[src/rtl/buffer_dump.sv]
// Streams the 256-byte receive text buffer to the UART transmitter, byte by byte.
// Optional CR/LF after each buffer line when BUFFER_DUMP_NEWLINE_EN is defined.
module buffer_dump #(
  parameter int unsigned DEPTH     = 256,
  parameter int unsigned LINE_LEN  = 32,
  parameter logic [7:0]  FILL_CHAR = 8'h20
) (
  input  logic       clk,
  input  logic       reset,
  input  logic       dumpReq,
  input  logic       ramBusy,
  output logic [7:0] addr,
  input  logic [7:0] mem,
  output logic [7:0] txData,
  output logic       txStart,
  input  logic       txBusy,
  output logic       dumpBusy,
  output logic       dumpDone
);

  localparam logic [7:0] LAST_INDEX = 8'(DEPTH - 1);

  if ((LINE_LEN & (LINE_LEN - 1)) != 0) begin : g_bad_line_len
    $error("buffer_dump: LINE_LEN must be a power of two");
  end

  typedef enum logic [3:0] {
    IDLE,
    WAIT_RAM,
    ADDR,
    READ,
    SEND,
    WAIT_TX,
`ifdef BUFFER_DUMP_NEWLINE_EN
    NL_CR,
    NL_LF,
`endif
    DONE
  } state_t;

  state_t     state, state_next;
  logic [7:0] index;
  logic [1:0] blind_cnt;
  logic       tx_fire;
  logic [7:0] tx_byte;
  logic       load_addr;
  logic       clr_index;
  logic       advance;

`ifdef BUFFER_DUMP_NEWLINE_EN
  localparam int unsigned      COL_W    = (LINE_LEN > 1) ? $clog2(LINE_LEN) : 1;
  localparam logic [COL_W-1:0] LAST_COL = COL_W'(LINE_LEN - 1);

  typedef enum logic [1:0] {PH_DATA, PH_CR, PH_LF} phase_t;

  // line_cnt tracks the column of the current index; phase records what the
  // pending WAIT_TX is waiting on so one wait state serves data, CR and LF.
  logic [COL_W-1:0] line_cnt;
  phase_t           phase, fire_phase;
`endif

  always_ff @(posedge clk) begin
    if (reset) state <= IDLE;
    else       state <= state_next;
  end

  always_comb begin
    state_next = state;
    tx_fire    = 1'b0;
    tx_byte    = txData;
    load_addr  = 1'b0;
    clr_index  = 1'b0;
    advance    = 1'b0;
`ifdef BUFFER_DUMP_NEWLINE_EN
    fire_phase = phase;
`endif
    case (state)
      IDLE: begin
        if (dumpReq) begin
          clr_index  = 1'b1;
          state_next = WAIT_RAM;
        end
      end
      WAIT_RAM: begin
        if (!ramBusy) state_next = ADDR;
      end
      ADDR: begin
        load_addr  = 1'b1;
        state_next = ramBusy ? WAIT_RAM : READ;
      end
      READ: begin
        state_next = ramBusy ? WAIT_RAM : SEND;
      end
      SEND: begin
        if (!txBusy) begin
          tx_fire    = 1'b1;
          tx_byte    = (mem == 8'h00) ? FILL_CHAR : mem;
`ifdef BUFFER_DUMP_NEWLINE_EN
          fire_phase = PH_DATA;
`endif
          state_next = WAIT_TX;
        end
      end
      WAIT_TX: begin
        if (blind_cnt == 2'd2 && !txBusy) begin
`ifdef BUFFER_DUMP_NEWLINE_EN
          if (phase == PH_DATA && line_cnt == LAST_COL) begin
            state_next = NL_CR;
          end else if (phase == PH_CR) begin
            state_next = NL_LF;
          end else
`endif
          if (index == LAST_INDEX) begin
            state_next = DONE;
          end else begin
            advance    = 1'b1;
            state_next = WAIT_RAM;
          end
        end
      end
`ifdef BUFFER_DUMP_NEWLINE_EN
      NL_CR: begin
        if (!txBusy) begin
          tx_fire    = 1'b1;
          tx_byte    = 8'h0D;
          fire_phase = PH_CR;
          state_next = WAIT_TX;
        end
      end
      NL_LF: begin
        if (!txBusy) begin
          tx_fire    = 1'b1;
          tx_byte    = 8'h0A;
          fire_phase = PH_LF;
          state_next = WAIT_TX;
        end
      end
`endif
      DONE: begin
        state_next = IDLE;
      end
      default: state_next = IDLE;
    endcase
  end

  // Outputs are registered from the next-state decision so reset clears them at once.
  always_ff @(posedge clk) begin
    if (reset) begin
      index     <= '0;
      addr      <= '0;
      txData    <= '0;
      txStart   <= 1'b0;
      dumpBusy  <= 1'b0;
      dumpDone  <= 1'b0;
      blind_cnt <= '0;
`ifdef BUFFER_DUMP_NEWLINE_EN
      line_cnt  <= '0;
      phase     <= PH_DATA;
`endif
    end else begin
      txStart  <= tx_fire;
      dumpBusy <= (state_next != IDLE);
      dumpDone <= (state_next == DONE);
      if (load_addr) addr <= index;
      if (clr_index)    index <= '0;
      else if (advance) index <= index + 8'd1;
      if (tx_fire) begin
        txData    <= tx_byte;
        blind_cnt <= '0;
      end else if (state == WAIT_TX && blind_cnt != 2'd2) begin
        blind_cnt <= blind_cnt + 2'd1;
      end
`ifdef BUFFER_DUMP_NEWLINE_EN
      if (clr_index)    line_cnt <= '0;
      else if (advance) line_cnt <= line_cnt + 1'b1;
      if (tx_fire) phase <= fire_phase;
`endif
    end
  end

endmodule

[config.mk]
export PLATFORM = sky130hd
export DESIGN_NAME = buffer_dump
export DESIGN_NICKNAME = d
export VERILOG_FILES = /design/src/rtl/buffer_dump.sv
export SDC_FILE = /design/constraint.sdc
export NUM_CORES = 1
export LEC_CHECK = 0
export BUFFER_PORTS_ARGS = -buffer_cell sky130_fd_sc_hd__clkbuf_2
export CORE_ASPECT_RATIO = 0.7
export CORE_MARGIN = 4
export CORE_UTILIZATION = 30
export DETAILED_ROUTE_END_ITERATION = 16
export SYNTH_ARGS = -nofsm -noshare
export SYNTH_HDL_FRONTEND = slang
export SYNTH_SLANG_ARGS = --single-unit
[constraint.sdc]
create_clock -name clk -period 2.2 [get_ports clk]
set_input_delay 0.44 -clock clk [delete_from_list [all_inputs] [get_ports clk]]
set_output_delay 0.44 -clock clk [all_outputs]
set_load 0.005 [all_outputs]
==> impl_metrics.json, run 1 <==
{
  "run_status": "finished clean",
  "numClockSinks": 33,
  "die_w_um": 90.3,
  "ys_types": 36,
  "drtAntennaViolNets": 0,
  "drive_above_1_share_pct": 23.0,
  "tritoncts": "done",
  "timing.fmax_mhz": 516,
  "grt-ovfl-total": 0,
  "grt_setup_unrepaired": "false",
  "powerDensity_nw_per_um2": 713,
  "num-nets-final": 205,
  "die_y_um": 65.6,
  "gp_congestion": 0.806,
  "synth.avg_cell_area_um2": 8.94,
  "vias": 1217,
  "htree_levels": 2,
  "path_cells": "ha_1 -> and3_1 -> a211o_1 -> or4_1 -> a21oi_1",
  "cts_buffer_depth": 2,
  "syn_nets": 174,
  "path_class": "reg -> reg",
  "antenna_found_initial": 0,
  "netlist_area_um2": 1420,
  "hold-path-cell-count": 3,
  "tns_ps": 0,
  "crit_required_ps": 2420,
  "synth_seq_area_share_pct": 46.5,
  "post_cts_buffers": 0,
  "critical_path_buf_inv_count": 0,
  "critical-path-top-delay-family": "simple AND/OR/NAND/NOR gates",
  "slowest_stage": "or4_1",
  "cts_hold_buf": 0,
  "grt_pass1_vias": 1143,
  "grt_pass1_wl_mm": 5.43,
  "drt_iter0_markers": 33,
  "drv_slew": 0,
  "critPathArrivalTime_ps": 2160,
  "cts_resized": 0,
  "portBuffers": 31,
  "hold_viol_final": 0,
  "end_kind": "register",
  "cts_root_buf": "clkbuf_8",
  "drc": 0,
  "antennaDiodeCount": 0,
  "leakage_uw": 0.000624,
  "drt_first_pass_iters": 4,
  "clk_pin_slew_ps": 70,
  "relSlewSlack_pct": 58.1,
  "period_needed_ps": 1940,
  "start_kind": "register",
  "cts_buffers": 5,
  "place_area_um2": 1610,
  "fin_crit_sh_pct": 88.1,
  "reg2reg_depth": 5,
  "drv_cap": 0,
  "row_count": 20,
  "grt_max_degree": 21,
  "ys.warnings.count": 0,
  "start_util_pct": 31.9,
  "syn_inst": 159,
  "clock_skew_ps": 7.47,
  "dpl.hpwl_mm": 2.32,
  "die_area_um2": 5920,
  "wl_per_cell_um": 12.6,
  "core_um2": 4450,
  "track_usage_pct": 11.6,
  "cp_max_fo": 12,
  "path_depth": 5,
  "area_growth_pct": 21.2,
  "ios": 32,
  "slowest_delay_ps": 510,
  "drt-total-wl_mm": 3.09,
  "peakVddDrop_uv": 362,
  "setup_violations": 0,
  "worst_pin_slew_ps": 621,
  "ys_ff_latch": 33,
  "n_fill_cell": 476,
  "design_area_um2": 1720,
  "worstSkewPairLatency_ps": 280,
  "hp-class": "in -> reg",
  "via_per_inst": 4.95
}
-- per-layer routing --
metal,vias up,track usage [%],part of all wire (%)
li1,634,-,-
met4,0,6.87,2.5
met1,552,15.6,55
met5,-,0,0
met3,8,4.12,5.4
met2,23,15.8,37
-- path summary, 6_finish.rpt --
path,from,slack (ps),endpoint
setup / recovery,index[0]$_SDFFE_PP0P_,260,index[3]$_SDFFE_PP0P_
hold / removal,mem[2],420,txData[2]$_SDFFE_PP0P_
setup reg to reg,index[0]$_SDFFE_PP0P_,260,index[3]$_SDFFE_PP0P_
hold reg to reg,addr[5]$_SDFFE_PP0N_,460,addr[5]$_SDFFE_PP0N_
-- stage by stage --
| stage | total power, uW | instances | utilization, % | setup WS [ps] | hold slack [ps] |
|---|---|---|---|---|---|
| after CTS | 1250 | 246 | 38.7 | 266 | 408 |
| after floorplan | 638 | 159 | - | 368 | 449 |
| after detailed placement | 659 | 238 | 36.1 | 272 | 452 |
| after global placement | 660 | 238 | 36.1 | 320 | 451 |
| after global routing | 1270 | 246 | 38.7 | 147 | 428 |
| final | 1230 | 246 | 38.7 | 261 | 418 |
-- cell usage in the layout, fill, tap and decap left out, types with 2 or more instances in the layout --
cell | Yosys | routed
dfxtp_1 | 33 | 33
nor3_1 | 2 | 2
clkbuf_2 | 0 | 31
clkbuf_8 | 0 | 6
nand2b_1 | 2 | 2
nand3b_1 | 2 | 2
o31ai_1 | 6 | 6
nor2b_1 | 2 | 2
nand2_1 | 22 | 22
a211oi_1 | 3 | 3
and3_1 | 2 | 2
nand3_1 | 3 | 3
a211o_1 | 3 | 3
mux2i_1 | 7 | 7
nor4_1 | 2 | 2
a21oi_1 | 17 | 17
inv_1 | 4 | 4
ha_1 | 2 | 2
xnor2_1 | 2 | 2
or4_1 | 5 | 5
nor2_1 | 19 | 19
-- worst reg2reg max path, cell delays in order, from the launching register on --
cell and delay, ps:
dfxtp_1 340, ha_1 240, and3_1 210, a211o_1 430
or4_1 510, a21oi_1 150
-- state kept, by name, indices dropped and copies added (netlist names) --
signal,flops
index,8
blind_cnt,2
txStart,1
dumpDone,1
dumpBusy,1
addr,8
state,4
txData,8
-- power breakdown --
| group | switching [uW] | leakage, uW | internal, uW |
|---|---|---|---|
| registers | 4.43 | 0.000266 | 600 |
| logic | 24.4 | 0.000299 | 17.6 |
| clock network | 213 | 0.0000585 | 369 |
-- final cells by class --
| type | instances | area, um2 | area share [%] |
|---|---|---|---|
| clock buffers | 7 | 86.3 | 5.01 |
| clock inverters | 1 | 30.0 | 1.74 |
| inverters | 4 | 15.0 | 0.871 |
| multi-input cells | 114 | 699 | 40.6 |
| flip-flops and latches | 33 | 661 | 38.3 |
| well taps | 55 | 68.8 | 3.99 |
| repair buffers | 32 | 163 | 9.44 |
-- synth_stat cells, drive strengths merged --
master,number,area share [%]
a211o,3,1.8
nand3b,2,1.1
o21ai,1,0.35
nand2,22,5.8
nor2,19,5.0
nand2b,2,0.88
nand3,3,1.1
and4bb,1,0.88
a21oi,17,6.0
buf,4,2.2
a211oi,3,1.6
xnor2,2,1.2
o31a,1,0.62
inv,4,1.1
or4,5,2.6
ha,2,1.8
mux2i,7,4.9
a31oi,1,0.44
dfxtp,33,46
conb,1,0.26
clkbuf,4,1.1
xor2,1,0.62
and4,1,0.79
and3,2,0.88
o311ai,1,0.62
or4b,1,0.70
nor3,2,0.70
a31o,1,0.62
nor2b,2,0.88
a2111oi,1,0.62
o31ai,6,3.2
nor4,2,0.88
nand4bb,1,1.9
nand4,1,0.44
-- logic make-up (layout without fill, tap and decap cells) --
family	after synthesis	after routing	share of synthesized area [%]
AND/OR/NAND/NOR	66	66	24.6
AO/OA/AOI/OAI	35	35	15.8
flip-flops	33	33	46.5
buffers and inverters	12	44	4.31
multiplexers	7	7	4.93
XOR/XNOR	3	3	1.85
adder cells (fa/ha/maj)	2	2	1.76
other	1	1	0.264
Note: power is estimated with default switching activity, not from simulation.
==> inputs of run 2 (changes only) <==
Settings changed: CORE_UTILIZATION 30 to 35.
==> run 2 against run 1 <==
  * Clock power fell by 23%
  * Sequential share of layout area rose by 0.77 points
  * Sequential power barely moved
  * Via count rose by 2.3%
  * Largest cell class unchanged
==> impl_metrics.json, run 2 (synthesis results as in run 1) <==
{
  "run_status": "finished clean",
  "area_growth_pct": 18.8,
  "cp_max_fo": 12,
  "drv_cap": 0,
  "grt-ovfl-total": 0,
  "core_um2": 3920,
  "drtAntennaViolNets": 0,
  "post_cts_buffers": 0,
  "slowest_stage": "or4_1",
  "place_ws_ps": 268,
  "via_per_inst": 5.14,
  "grt_setup_unrepaired": "false",
  "clk_pin_slew_ps": 70,
  "path_cells": "ha_1 -> and3_1 -> a211o_1 -> or4_1 -> a21oi_1",
  "hold_viol_final": 0,
  "num-nets-final": 205,
  "start_util_pct": 36.2,
  "cts_buffer_depth": 2,
  "critPathArrivalTime_ps": 2170,
  "die_area_um2": 5160,
  "top_regs": "addr: 8 flops, index: 8 flops, txData: 8 flops",
  "layout_commonest_cell": "dfxtp_1",
  "start_kind": "register",
  "vias": 1245,
  "htree_levels": 2,
  "ios": 32,
  "cts_resized": 0,
  "path_class": "reg -> reg",
  "final_cells": 242,
  "cts_hold_buf": 0,
  "fin_crit_sh_pct": 89.4,
  "grt_pass1_wl_mm": 5.24,
  "drv_slew": 0,
  "numClockSinks": 33,
  "setup_violations": 0,
  "timing.fmax_mhz": 509,
  "drc": 0,
  "die_w_um": 84.2,
  "cts_root_buf": "clkbuf_8",
  "finalWorstSetupSlack_ps": 234,
  "clock_skew_ps": 5.86,
  "grt_pass1_vias": 1163,
  "whs_ps": 419,
  "end_kind": "register",
  "antennaDiodeCount": 0,
  "worst_pin_slew_ps": 525,
  "portBuffers": 31,
  "drt_first_pass_iters": 4,
  "grt_max_degree": 22,
  "final_cell_mix": "dfxtp_1 (33), clkbuf_2 (31), nand2_1 (22)",
  "worstSkewPairLatency_ps": 280,
  "hp-class": "in -> reg",
  "drt_iter0_markers": 39,
  "gp_congestion": 0.896,
  "cts_buffers": 5,
  "relSlewSlack_pct": 64.8,
  "leakage_uw": 0.000611,
  "drive_above_1_share_pct": 22.6,
  "tritoncts": "done",
  "crit_required_ps": 2410,
  "peakVddDrop_uv": 416,
  "drt-total-wl_mm": 3.15,
  "antenna_found_initial": 0,
  "dpl.hpwl_mm": 2.44,
  "slowest_delay_ps": 510,
  "row_count": 19,
  "die_y_um": 61.3,
  "track_usage_pct": 13.1,
  "powerDensity_nw_per_um2": 645,
  "period_needed_ps": 1970,
  "dp_cells": 235,
  "tns_ps": 0,
  "wl_per_cell_um": 13.0
}
## run 2: changes by cell type in the layout (fill, tap and decap cells not counted)
cell | before | now
bufinv_16 | 1 | 0
## run 2: cell type report
| class | instances | area [um2] |
|---|---|---|
| multi-input combinational | 114 | 699 |
| inverter | 4 | 15.0 |
| timing repair buffer | 32 | 163 |
| clock buffer | 7 | 86.3 |
| tap | 52 | 65.1 |
| fill | 419 | 2230 |
| sequential | 33 | 661 |
## run 2: where the power goes
part | total, uW | internal [uW] | switching (uW)
registers | 604 | 600 | 3.84
clock network | 446 | 248 | 198
logic | 39.9 | 16.5 | 23.4
total | 1090 | 865 | 225
## run 2: metrics by stage
stage / area (um2) / power, uW / utilization, %
after floorplan: 1420 / 638 / -
after global placement: 1600 / 656 / 40.9
after detailed placement: 1600 / 657 / 40.9
after CTS: 1690 / 1110 / 43.1
after global routing: 1690 / 1130 / 43.1
final: 1690 / 1090 / 43.1
## run 2: metal layers
metal / up-vias / share of wire (%) / GRT usage, %
met1: 594 / 48 / 16.8
met2: 21 / 47 / 20.1
met3: 4 / 4.2 / 4.95
li1: 626 / - / -
met5: - / 0 / 0
met4: 0 / 0.86 / 5.50
## run 2: worst paths after layout
| check | from | end | slack (ps) | cells past startpoint |
|---|---|---|---|---|
| setup / recovery | index[0]$_SDFFE_PP0P_ | index[3]$_SDFFE_PP0P_ | 230 | 5 |
| hold / removal | mem[2] | txData[2]$_SDFFE_PP0P_ | 420 | 3 |
| setup reg to reg | index[0]$_SDFFE_PP0P_ | index[3]$_SDFFE_PP0P_ | 230 | 5 |
| hold reg to reg | addr[0]$_SDFFE_PP0N_ | addr[0]$_SDFFE_PP0N_ | 460 | 2 |
## run 2: worst max-delay path: cells and delay by family (launching register included)
| family | cells | cell delay (ps) |
|---|---|---|
| adders and majority gates | 1 | 240 |
| and+or+nand+nor | 2 | 730 |
| DFF | 1 | 340 |
| AOI/OAI and AO/OA | 2 | 590 |
==> inputs of run 3 (changes only) <==
Settings changed: CTS_BUF_LIST set to sky130_fd_sc_hd__clkbuf_4.
==> run 3 against run 2 <==
  * Power down 12%
  * Hold slack worse by 63 ps
  * Clock power down 28%
  * Combinational power about the same
  * Sequential cell count unchanged
  * Routed wire length up 1.5%
  * Cell area down 2.2%
  * Final cell count unchanged
  * Register-to-register slack about the same
  * Critical path depth unchanged
==> impl_metrics.json, run 3 (synthesis results as in run 1) <==
{
  "crit_required_ps": 2460,
  "ios": 32,
  "drt_first_pass_iters": 4,
  "layout_commonest_cell": "dfxtp_1",
  "grt_pass1_vias": 1168,
  "numClockSinks": 33,
  "critPathArrivalTime_ps": 2230,
  "htree_levels": 2,
  "grt_pass1_wl_mm": 5.29,
  "drv_cap": 0,
  "place_area_um2": 1600,
  "vias": 1270,
  "start_kind": "register",
  "hp-class": "in -> reg",
  "leakage_uw": 0.000595,
  "portBuffers": 31,
  "final_util_pct": 42.1,
  "period_needed_ps": 1970,
  "clk_pin_slew_ps": 100,
  "run_status": "finished clean",
  "whs_ps": 356,
  "design_area_um2": 1650,
  "n_fill_cell": 420,
  "start_util_pct": 36.2,
  "drc": 0,
  "antenna_found_initial": 0,
  "drtAntennaViolNets": 0,
  "finalWorstSetupSlack_ps": 228,
  "cts_resized": 0,
  "setup_violations": 0,
  "via_per_inst": 5.25,
  "cts_root_buf": "clkbuf_4",
  "wl_per_cell_um": 13.2,
  "worst_pin_slew_ps": 524,
  "drv_slew": 0,
  "clock_skew_ps": 11.6,
  "worstSkewPairLatency_ps": 340,
  "relSlewSlack_pct": 64.9,
  "powerDensity_nw_per_um2": 583,
  "num-nets-final": 205,
  "row_count": 19,
  "antennaDiodeCount": 0,
  "drt_iter0_markers": 37,
  "grt_setup_unrepaired": "false",
  "die_area_um2": 5160,
  "dpl.hpwl_mm": 2.44,
  "die_w_um": 84.2,
  "cp_max_fo": 12,
  "cts_buffer_depth": 2,
  "grt_max_degree": 22,
  "drive_above_1_share_pct": 22.6,
  "fin_crit_sh_pct": 89.7,
  "cts_hold_buf": 0,
  "cts_buffers": 5,
  "hold_viol_final": 0,
  "tritoncts": "done",
  "final_cell_mix": "dfxtp_1 (33), clkbuf_2 (31), nand2_1 (22)",
  "post_cts_buffers": 0,
  "grt-ovfl-total": 0,
  "place_ws_ps": 268,
  "tns_ps": 0,
  "end_kind": "register",
  "path_class": "reg -> reg",
  "top_regs": "addr: 8 flops, index: 8 flops, txData: 8 flops",
  "peakVddDrop_uv": 401,
  "drt-total-wl_mm": 3.20,
  "track_usage_pct": 13.1,
  "area_growth_pct": 16.2,
  "gp_congestion": 0.896,
  "core_um2": 3920,
  "die_y_um": 61.3,
  "timing.fmax_mhz": 507
}
-- run 3: worst paths after layout --
| check | startpoint | endpoint | slack, ps | cells past startpoint |
|---|---|---|---|---|
| setup / recovery | index[0]$_SDFFE_PP0P_ | index[3]$_SDFFE_PP0P_ | 230 | 5 |
| hold / removal | mem[2] | txData[2]$_SDFFE_PP0P_ | 360 | 3 |
| setup reg to reg | index[0]$_SDFFE_PP0P_ | index[3]$_SDFFE_PP0P_ | 230 | 5 |
| hold reg to reg | addr[0]$_SDFFE_PP0N_ | addr[0]$_SDFFE_PP0N_ | 470 | 2 |
-- run 3: per-layer routing --
metal,GRT usage [%],share of wire [%],vias to the layer above
li1,-,-,630
met1,16.8,47,599
met2,20.3,45,32
met3,4.95,5.8,9
met4,5.28,1.7,0
met5,0,0,-
-- run 3: cell type report --
class | instances | area (um2) | share of cell area, %
tap | 52 | 65.1 | 3.94
clock inverter | 1 | 3.75 | 0.227
sequential | 33 | 661 | 40.0
clock buffer | 6 | 45.0 | 2.73
inverter | 4 | 15.0 | 0.909
timing repair buffer | 32 | 163 | 9.85
multi-input combinational | 114 | 699 | 42.3
-- run 3: stage by stage --
stage / instances / total power, uW
floorplan: 159 / 638
global placement: 235 / 656
detailed placement: 235 / 657
CTS: 242 / 973
global route: 242 / 1000
finish: 242 / 963
-- run 3: where the power goes --
group | switching [uW] | internal [uW] | leakage [uW]
Clock | 192 | 128 | 0.0000292
Combinational | 23.6 | 16.5 | 0.000300
Sequential | 3.73 | 600 | 0.000266
-- run 3: critical path, cell delays in order (launching register included) --
cell and delay [ps]:
dfxtp_1 350, ha_1 240, and3_1 220, a211o_1 430, or4_1 510, a21oi_1 160
